## src/rtl/sram_port_arbiter_if.sv

```systemverilog
// sram_port_arbiter_if
//
// Purpose: one sram-like request/response channel. The arbiter uses three of
// them: one per upstream master (instruction fetch and data) and one toward
// the slave port of the AXI bridge.
//
// Parameters:
//   ADDR_W  address width
//   DATA_W  data width
//
// Signals:
//   req      request valid, driven by the requester
//   wr       1 = write, 0 = read
//   size     access size, bytes = 1 << size
//   wstrb    byte enables for writes
//   addr     byte address
//   wdata    write data
//   addr_ok  request accepted, driven by the responder
//   data_ok  response returned, driven by the responder
//   rdata    read data, valid with data_ok
//
// Modports:
//   master  the requesting side (drives req and the request fields)
//   slave   the responding side (drives addr_ok, data_ok, rdata)

interface sram_port_arbiter_if #(
  parameter int ADDR_W = 32,
  parameter int DATA_W = 32
);

  logic              req;
  logic              wr;
  logic [1:0]        size;
  logic [3:0]        wstrb;
  logic [ADDR_W-1:0] addr;
  logic [DATA_W-1:0] wdata;
  logic              addr_ok;
  logic              data_ok;
  logic [DATA_W-1:0] rdata;

  modport master (
    output req,
    output wr,
    output size,
    output wstrb,
    output addr,
    output wdata,
    input  addr_ok,
    input  data_ok,
    input  rdata
  );

  modport slave (
    input  req,
    input  wr,
    input  size,
    input  wstrb,
    input  addr,
    input  wdata,
    output addr_ok,
    output data_ok,
    output rdata
  );

endinterface

```

## src/rtl/sram_port_arbiter.sv

```systemverilog
// sram_port_arbiter
//
// Purpose: shares one sram-like slave port (toward the AXI bridge) between
// the instruction-fetch master and the data master. Only one transaction is
// outstanding at a time. A registered grant FSM (IDLE -> ADDR -> DATA)
// latches the owner. It forwards that owner's request fields to the slave
// and routes addr_ok, data_ok and rdata back to the owner only.
//
// Parameters:
//   ADDR_W  address width
//   DATA_W  data width
//
// Ports:
//   clk       clock; all state updates on the rising edge
//   reset     synchronous, active-high reset
//   inst_bus  instruction master channel (arbiter is the responder)
//   data_bus  data master channel (arbiter is the responder)
//   sram_bus  channel to the shared slave (arbiter is the requester)
//
// Configuration macro:
//   ARB_ROUND_ROBIN_EN  defined   -> round-robin arbitration with a pointer
//                                    that flips to the other master after
//                                    every grant
//                       undefined -> fixed priority, data over inst. There
//                                    is no pointer register.

module sram_port_arbiter #(
  parameter int ADDR_W = 32,
  parameter int DATA_W = 32
) (
  input  logic                clk,
  input  logic                reset,
  sram_port_arbiter_if.slave  inst_bus,
  sram_port_arbiter_if.slave  data_bus,
  sram_port_arbiter_if.master sram_bus
);

  typedef enum logic [1:0] {
    IDLE,
    ADDR,
    DATA
  } state_t;

  state_t state;

  // 0 = instruction master owns the port, 1 = data master owns it.
  logic owner;

  // Set when reset interrupts a transaction. The slave may still deliver
  // that transaction's data_ok. This flag lets exactly one such late response
  // be absorbed silently. It clears on that response, or once a new
  // transaction reaches DATA.
  logic stale_resp;

`ifdef ARB_ROUND_ROBIN_EN
  // 0 = inst preferred on a tie, 1 = data preferred.
  logic prefer_data;
`endif

  logic any_req;
  logic grant_data;
  logic owner_req;

  logic [ADDR_W-1:0] fwd_addr;
  logic [DATA_W-1:0] fwd_wdata;
  logic [DATA_W-1:0] ret_rdata;

  // Arbitration decision, evaluated every cycle. It is only acted on in
  // IDLE, or in DATA on the cycle the slave returns data_ok. A lone
  // requester always wins. The tie-break is the only part the configuration
  // changes.
  always_comb begin
    any_req = inst_bus.req | data_bus.req;
`ifdef ARB_ROUND_ROBIN_EN
    grant_data = data_bus.req & (~inst_bus.req | prefer_data);
`else
    grant_data = data_bus.req;
`endif
    owner_req = owner ? data_bus.req : inst_bus.req;
  end

  // Grant FSM. The owner is latched whenever a grant is made. ADDR leaves
  // either on the slave handshake or when the owner withdraws its request.
  // DATA waits for data_ok and then re-arbitrates in the same cycle, so a
  // pending master is presented to the slave on the very next cycle.
  always_ff @(posedge clk) begin
    if (reset) begin
      state <= IDLE;
      owner <= 1'b0;
      if (state != IDLE) begin
        stale_resp <= 1'b1;
      end
`ifdef ARB_ROUND_ROBIN_EN
      prefer_data <= 1'b0;
`endif
    end else begin
      if (sram_bus.data_ok && (state != DATA)) begin
        stale_resp <= 1'b0;
      end
      case (state)
        IDLE: begin
          if (any_req) begin
            owner <= grant_data;
            state <= ADDR;
`ifdef ARB_ROUND_ROBIN_EN
            prefer_data <= ~grant_data;
`endif
          end
        end
        ADDR: begin
          if (!owner_req) begin
            state <= IDLE;
          end else if (sram_bus.addr_ok) begin
            state      <= DATA;
            stale_resp <= 1'b0;
          end
        end
        DATA: begin
          if (sram_bus.data_ok) begin
            if (any_req) begin
              owner <= grant_data;
              state <= ADDR;
`ifdef ARB_ROUND_ROBIN_EN
              prefer_data <= ~grant_data;
`endif
            end else begin
              state <= IDLE;
            end
          end
        end
        default: begin
          state <= IDLE;
        end
      endcase
    end
  end

  // Request-side mux. The slave sees the owner's fields only while in ADDR.
  // In every other state all outputs are held at zero, so nothing leaks
  // to the slave between transactions. req follows the owner's req
  // combinationally, which makes an abort visible in the same cycle.
  always_comb begin
    fwd_addr  = owner ? data_bus.addr  : inst_bus.addr;
    fwd_wdata = owner ? data_bus.wdata : inst_bus.wdata;

    sram_bus.req   = 1'b0;
    sram_bus.wr    = 1'b0;
    sram_bus.size  = 2'b00;
    sram_bus.wstrb = 4'h0;
    sram_bus.addr  = '0;
    sram_bus.wdata = '0;

    if (state == ADDR) begin
      sram_bus.req   = owner_req;
      sram_bus.wr    = owner ? data_bus.wr    : inst_bus.wr;
      sram_bus.size  = owner ? data_bus.size  : inst_bus.size;
      sram_bus.wstrb = owner ? data_bus.wstrb : inst_bus.wstrb;
      sram_bus.addr  = fwd_addr;
      sram_bus.wdata = fwd_wdata;
    end
  end

  // Response routing back to the instruction master. The non-owner always
  // sees zero acks and zero rdata. addr_ok is passed only in ADDR, and
  // data_ok/rdata only in DATA. A data_ok in any other state is dropped.
  always_comb begin
    ret_rdata = sram_bus.rdata;

    inst_bus.addr_ok = 1'b0;
    inst_bus.data_ok = 1'b0;
    inst_bus.rdata   = '0;

    if (!owner) begin
      if (state == ADDR) begin
        inst_bus.addr_ok = sram_bus.addr_ok;
      end
      if (state == DATA) begin
        inst_bus.data_ok = sram_bus.data_ok;
        inst_bus.rdata   = ret_rdata;
      end
    end
  end

  // Response routing back to the data master. This mirrors the
  // instruction-side routing above.
  always_comb begin
    data_bus.addr_ok = 1'b0;
    data_bus.data_ok = 1'b0;
    data_bus.rdata   = '0;

    if (owner) begin
      if (state == ADDR) begin
        data_bus.addr_ok = sram_bus.addr_ok;
      end
      if (state == DATA) begin
        data_bus.data_ok = sram_bus.data_ok;
        data_bus.rdata   = sram_bus.rdata;
      end
    end
  end

  // A data_ok with no transaction in DATA is a slave protocol error. The
  // one exception is the late response of a transaction that reset cut off.
  arb_spurious_data_ok: assert property (
    @(posedge clk) disable iff (reset)
      !(sram_bus.data_ok && (state != DATA) && !stale_resp)
  );

  // At most one master is ever acknowledged in a given cycle.
  arb_single_addr_ok: assert property (
    @(posedge clk) disable iff (reset)
      !(inst_bus.addr_ok && data_bus.addr_ok)
  );

  arb_single_data_ok: assert property (
    @(posedge clk) disable iff (reset)
      !(inst_bus.data_ok && data_bus.data_ok)
  );

  // The slave is never asked for a new transaction while one is in flight.
  arb_no_req_in_data: assert property (
    @(posedge clk) disable iff (reset)
      (state == DATA) |-> !sram_bus.req
  );

endmodule

```

## src/flat_wrapper.sv

```systemverilog
// flat-port wrapper written by rule: the top's interface ports become plain ports
module sram_port_arbiter_flat 
#(
  parameter int ADDR_W = 32,
  parameter int DATA_W = 32
)
  (clk, reset, inst_bus_req, inst_bus_wr, inst_bus_size, inst_bus_wstrb, inst_bus_addr, inst_bus_wdata, inst_bus_addr_ok, inst_bus_data_ok, inst_bus_rdata, data_bus_req, data_bus_wr, data_bus_size, data_bus_wstrb, data_bus_addr, data_bus_wdata, data_bus_addr_ok, data_bus_data_ok, data_bus_rdata, sram_bus_req, sram_bus_wr, sram_bus_size, sram_bus_wstrb, sram_bus_addr, sram_bus_wdata, sram_bus_addr_ok, sram_bus_data_ok, sram_bus_rdata);
  sram_port_arbiter_if #(.ADDR_W(ADDR_W), .DATA_W(DATA_W)) inst_bus_i ();
  sram_port_arbiter_if #(.ADDR_W(ADDR_W), .DATA_W(DATA_W)) data_bus_i ();
  sram_port_arbiter_if #(.ADDR_W(ADDR_W), .DATA_W(DATA_W)) sram_bus_i ();
  input  logic clk;
  input  logic reset;
  input wire logic [$bits(inst_bus_i.req)-1:0] inst_bus_req;
  input wire logic [$bits(inst_bus_i.wr)-1:0] inst_bus_wr;
  input wire logic [$bits(inst_bus_i.size)-1:0] inst_bus_size;
  input wire logic [$bits(inst_bus_i.wstrb)-1:0] inst_bus_wstrb;
  input wire logic [$bits(inst_bus_i.addr)-1:0] inst_bus_addr;
  input wire logic [$bits(inst_bus_i.wdata)-1:0] inst_bus_wdata;
  output wire logic [$bits(inst_bus_i.addr_ok)-1:0] inst_bus_addr_ok;
  output wire logic [$bits(inst_bus_i.data_ok)-1:0] inst_bus_data_ok;
  output wire logic [$bits(inst_bus_i.rdata)-1:0] inst_bus_rdata;
  input wire logic [$bits(data_bus_i.req)-1:0] data_bus_req;
  input wire logic [$bits(data_bus_i.wr)-1:0] data_bus_wr;
  input wire logic [$bits(data_bus_i.size)-1:0] data_bus_size;
  input wire logic [$bits(data_bus_i.wstrb)-1:0] data_bus_wstrb;
  input wire logic [$bits(data_bus_i.addr)-1:0] data_bus_addr;
  input wire logic [$bits(data_bus_i.wdata)-1:0] data_bus_wdata;
  output wire logic [$bits(data_bus_i.addr_ok)-1:0] data_bus_addr_ok;
  output wire logic [$bits(data_bus_i.data_ok)-1:0] data_bus_data_ok;
  output wire logic [$bits(data_bus_i.rdata)-1:0] data_bus_rdata;
  output wire logic [$bits(sram_bus_i.req)-1:0] sram_bus_req;
  output wire logic [$bits(sram_bus_i.wr)-1:0] sram_bus_wr;
  output wire logic [$bits(sram_bus_i.size)-1:0] sram_bus_size;
  output wire logic [$bits(sram_bus_i.wstrb)-1:0] sram_bus_wstrb;
  output wire logic [$bits(sram_bus_i.addr)-1:0] sram_bus_addr;
  output wire logic [$bits(sram_bus_i.wdata)-1:0] sram_bus_wdata;
  input wire logic [$bits(sram_bus_i.addr_ok)-1:0] sram_bus_addr_ok;
  input wire logic [$bits(sram_bus_i.data_ok)-1:0] sram_bus_data_ok;
  input wire logic [$bits(sram_bus_i.rdata)-1:0] sram_bus_rdata;
  assign inst_bus_i.req = inst_bus_req;
  assign inst_bus_i.wr = inst_bus_wr;
  assign inst_bus_i.size = inst_bus_size;
  assign inst_bus_i.wstrb = inst_bus_wstrb;
  assign inst_bus_i.addr = inst_bus_addr;
  assign inst_bus_i.wdata = inst_bus_wdata;
  assign inst_bus_addr_ok = inst_bus_i.addr_ok;
  assign inst_bus_data_ok = inst_bus_i.data_ok;
  assign inst_bus_rdata = inst_bus_i.rdata;
  assign data_bus_i.req = data_bus_req;
  assign data_bus_i.wr = data_bus_wr;
  assign data_bus_i.size = data_bus_size;
  assign data_bus_i.wstrb = data_bus_wstrb;
  assign data_bus_i.addr = data_bus_addr;
  assign data_bus_i.wdata = data_bus_wdata;
  assign data_bus_addr_ok = data_bus_i.addr_ok;
  assign data_bus_data_ok = data_bus_i.data_ok;
  assign data_bus_rdata = data_bus_i.rdata;
  assign sram_bus_req = sram_bus_i.req;
  assign sram_bus_wr = sram_bus_i.wr;
  assign sram_bus_size = sram_bus_i.size;
  assign sram_bus_wstrb = sram_bus_i.wstrb;
  assign sram_bus_addr = sram_bus_i.addr;
  assign sram_bus_wdata = sram_bus_i.wdata;
  assign sram_bus_i.addr_ok = sram_bus_addr_ok;
  assign sram_bus_i.data_ok = sram_bus_data_ok;
  assign sram_bus_i.rdata = sram_bus_rdata;
  sram_port_arbiter #(.ADDR_W(ADDR_W), .DATA_W(DATA_W)) u_core (.clk(clk), .reset(reset), .inst_bus(inst_bus_i), .data_bus(data_bus_i), .sram_bus(sram_bus_i));
endmodule
```

## config.mk

```make
export PLATFORM = sky130hd
export DESIGN_NAME = sram_port_arbiter_flat
export DESIGN_NICKNAME = d
export VERILOG_FILES = /design/src/rtl/sram_port_arbiter_if.sv /design/src/rtl/sram_port_arbiter.sv /design/src/flat_wrapper.sv
export SDC_FILE = /design/constraint.sdc
export NUM_CORES = 1
export LEC_CHECK = 0
export CAP_MARGIN = 10
export CORE_AREA = 5 5 122 124
export DETAILED_ROUTE_END_ITERATION = 16
export DIE_AREA = 0 0 127 129
export GPL_TIMING_DRIVEN = 0
export SKIP_CTS_REPAIR_TIMING = 1
export SLEW_MARGIN = 25
export SYNTH_ARGS = -nofsm -noshare
export SYNTH_HDL_FRONTEND = slang
export SYNTH_SLANG_ARGS = --single-unit
export TNS_END_PERCENT = 100
```

## constraint.sdc

```tcl
create_clock -name clk -period 1.1 [get_ports clk]
set_input_delay 0.22 -clock clk [delete_from_list [all_inputs] [get_ports clk]]
set_output_delay 0.22 -clock clk [all_outputs]
set_load 0.01 [all_outputs]
```

==> results of run 1 <==
## cell families after synthesis
| kind of cell | after synthesis | share of synthesized area (%) |
|---|---|---|
| multiplexers | 72 | 38.8 |
| AO/OA/AOI/OAI | 6 | 2.90 |
| buffers and inverters | 27 | 13.7 |
| flip-flops | 3 | 3.24 |
| AND/OR/NAND/NOR | 150 | 41.3 |
## tightest hold or removal path, stage by stage
cell and delay (ps):
dlymetal6s2s_1 130, o21a_1 170, a2111oi_4 40
## power groups by stage
stage                     logic [µW]  clock network [µW]  registers (µW)
after floorplan                  837                   0             129
after global placement          2090                   0             130
after detailed placement        2110                   0             132
after CTS                       2120                 580             130
after global routing            2340                 592             130
final                           2190                 574             129
## cell usage after synthesis, drive strengths merged
cell | n | area share [%]
nor2 | 78 | 17
mux2i | 72 | 39
and2 | 66 | 22
buf | 23 | 13
inv | 4 | 0.81
dfxtp | 3 | 3.2
nand2b | 3 | 1.4
a2111oi | 1 | 0.81
a21oi | 1 | 0.27
nand2 | 1 | 0.20
nand3b | 1 | 0.40
nor2b | 1 | 0.34
o21a | 1 | 0.40
o22a | 1 | 0.47
o311ai | 1 | 0.47
o41ai | 1 | 0.47
## flip-flops by register name, summed over array words and instances (netlist names)
name          flops
u_core.state      2
u_core.owner      1
## final cells by class
type / count / area, µm²
Clock buffer: 4 / 78.8
Fill cell: 1339 / 7660
Tap cell: 180 / 225
Timing Repair Buffer: 351 / 3570
Buffer: 20 / 265
Sequential cell: 3 / 66.3
Multi-Input combinational cell: 228 / 1780
Inverter: 4 / 15.0
## layer usage
metal	vias to the layer above	track usage [%]
met4	0	2.78
met1	1393	12.7
met5	-	0
met2	206	27.1
li1	1544	-
met3	18	5.23
## worst paths after layout
check                         from  slack [ps]                 to
setup / recovery      u_core.owner        -600  sram_bus_addr[26]
hold / removal    sram_bus_addr_ok         390    u_core.state[0]
setup reg to reg      u_core.owner        -160    u_core.state[1]
hold reg to reg    u_core.state[0]         500       u_core.owner
## per-stage QoR
stage | hold WS (ps) | area, µm² | TNS (ps) | utilization, % | instances
2_1_floorplan | 281 | 2030 | -10100 | - | 258
3_3_place_gp | 493 | 5450 | -95140 | 39.9 | 757
3_5_place_dp | 500 | 5450 | -96670 | 39.9 | 757
4_1_cts | 510 | 5530 | -128980 | 40.5 | 761
5_1_grt | 424 | 6000 | -80810 | 43.9 | 790
6_report | 386 | 6000 | -73010 | 43.9 | 790
==> summary.md, run 1 <==
| Metric | Value |
|---|---|
| Total global routing overflow | 0 |
| Relative slew margins | 77.2% |
| Final hold vios | 0 |
| Worst Max-Slew Pin Slew | 337 ps |
| Num Clock Sinks | 3 |
| Part of the cycle the worst path needs | 155% |
| CP peak stage delay | 310 ps |
| Post-Synthesis Cell Area | 1860 µm² |
| Most common cell after layout, fill and taps aside | clkdlybuf4s50_1 |
| Input/output buffers | 319 |
| Via density | 4.00 |
| Initial drt markers | 37 |
| WL met1 | 4260 µm |
| Post-route setup slack | -600 ps |
| Pwr dens | 481 nW/µm² |
| Tmin final | 1700 ps |
| Global-route wire length before repair | 17600 µm |
| Top routing layer used | met4 |
| CTS max path bufs | 2 |
| Worst path buffer plus inverter count | 5 |
| Startpoint Class | register |
| Ant diodes | 0 |
| Setup CP Type | reg -> out |
| Syn_nets | 438 |
| Largest net degree at the start of global routing | 11 |
| Die area | 16400 µm² |
| Internal power | 1950 µW |
| Met3 wire length | 1400 µm |
| Worst Path Required | 880 ps |
| Layout area overhead | 223% |
| Initial Util | 13.6% |
| Setup violators final | 143 |
| Met2 routed WL | 7390 µm |
| Mapped Avg Cell Area | 7.19 µm² |
| Commonest non-fill, non-tap cells in the layout | clkdlybuf4s50_1, buf_6, nor2_1 |
| Crit-path cells | buf_6 -> buf_12 -> buf_4 -> clkbuf_16 -> mux2i_1 -> nor2_1 -> buf_2 |
| Sw Ratio | 32.4% |
| Worst EP arrival | 1480 ps |
| Number of global-route vias before repair | 3321 |
| GRT Overall Usage | 13.4% |
| Syn. warnings | 0 |
| NetSw | 935 µW |
| Worst-path clk slew | 30 ps |
| Highest Clock Rate | 588 MHz |
| Levels on crit path | 7 |
| Initial antenna violation count | 0 |
| CP max FO | 9 |
| Register area share after synthesis | 3.24% |
| Total power | 2890 µW |
| Routed wire length | 13300 µm |
| VDD IR-drop max | 280 µV |
| Fraction of layout cells with a size suffix above 1 | 40.3% |
| Layout Skew | 0.313 ps |
| CP Capture Type | output port |
| Root Buffer | clkbuf_16 |
| Yosys reg bits | 3 |
| Synth cell types | 21 |
| H-tree depth | 1 |
| Post-route ant nets | 0 |
| Ports | 320 |
| Post-Syn Instances | 258 |
| Wire per inst | 16.8 µm |
| Worst Hold Depth | 3 |
| Flop pwr share | 4.5% |
| Max capacitance violation total | 0 |
| Pre-CTS WS | -804 ps |
| Site Rows | 43 |
| Post-route DRC | 0 |
| HPWL reported at the end of detailed placement | 11200 µm |
| TritonRoute pass-1 iters | 4 |
| Slew Viols, Final | 0 |
| CTS tree | yes |
| CP max stage cell | dfxtp_2 |
| Leakage power | 0.00313 µW |
| Worst Reg-to-Reg Cells | 6 |
| Cts bufs inserted | 3 |
| Clock latency on the worst-skew pair | 220 ps |
| Hold/Removal Path Class | in -> reg |
| Routability Congestion | 0.887 |
| Core box area | 13700 µm² |
| Status | complete, but fails checks |
| Die Y | 129 µm |
| Via count | 3161 |
| Die Wd | 127 µm |
| Power share of the clock group | 19.9% |
| RSZ-0062 raised after global routing | yes |
| Failing checks | negative setup slack |
| Comb pwr share | 75.7% |
| Final Net Count | 791 |
| CP delay by family, top | buffers and inverters |
No activity file was read; power rests on OpenSTA's default activity.
==> run 2: changes to the inputs <==
--- a/config.mk
+++ b/config.mk
@@ -5,7 +5,7 @@
 export SDC_FILE = /design/constraint.sdc
 export NUM_CORES = 1
 export LEC_CHECK = 0
-export CAP_MARGIN = 10
+export CAP_MARGIN = 15
 export CORE_AREA = 5 5 122 124
 export DETAILED_ROUTE_END_ITERATION = 16
 export DIE_AREA = 0 0 127 129
==> results of run 2 <==
Final layout, timing and power as in run 1 (identical DEF).
==> run 3: changes to the inputs <==
--- a/config.mk
+++ b/config.mk
@@ -11,7 +11,6 @@
 export DIE_AREA = 0 0 127 129
 export GPL_TIMING_DRIVEN = 0
 export SKIP_CTS_REPAIR_TIMING = 1
-export SLEW_MARGIN = 25
 export SYNTH_ARGS = -nofsm -noshare
 export SYNTH_HDL_FRONTEND = slang
 export SYNTH_SLANG_ARGS = --single-unit
==> results of run 3 <==
Final layout, timing and power as in run 1 (identical DEF).
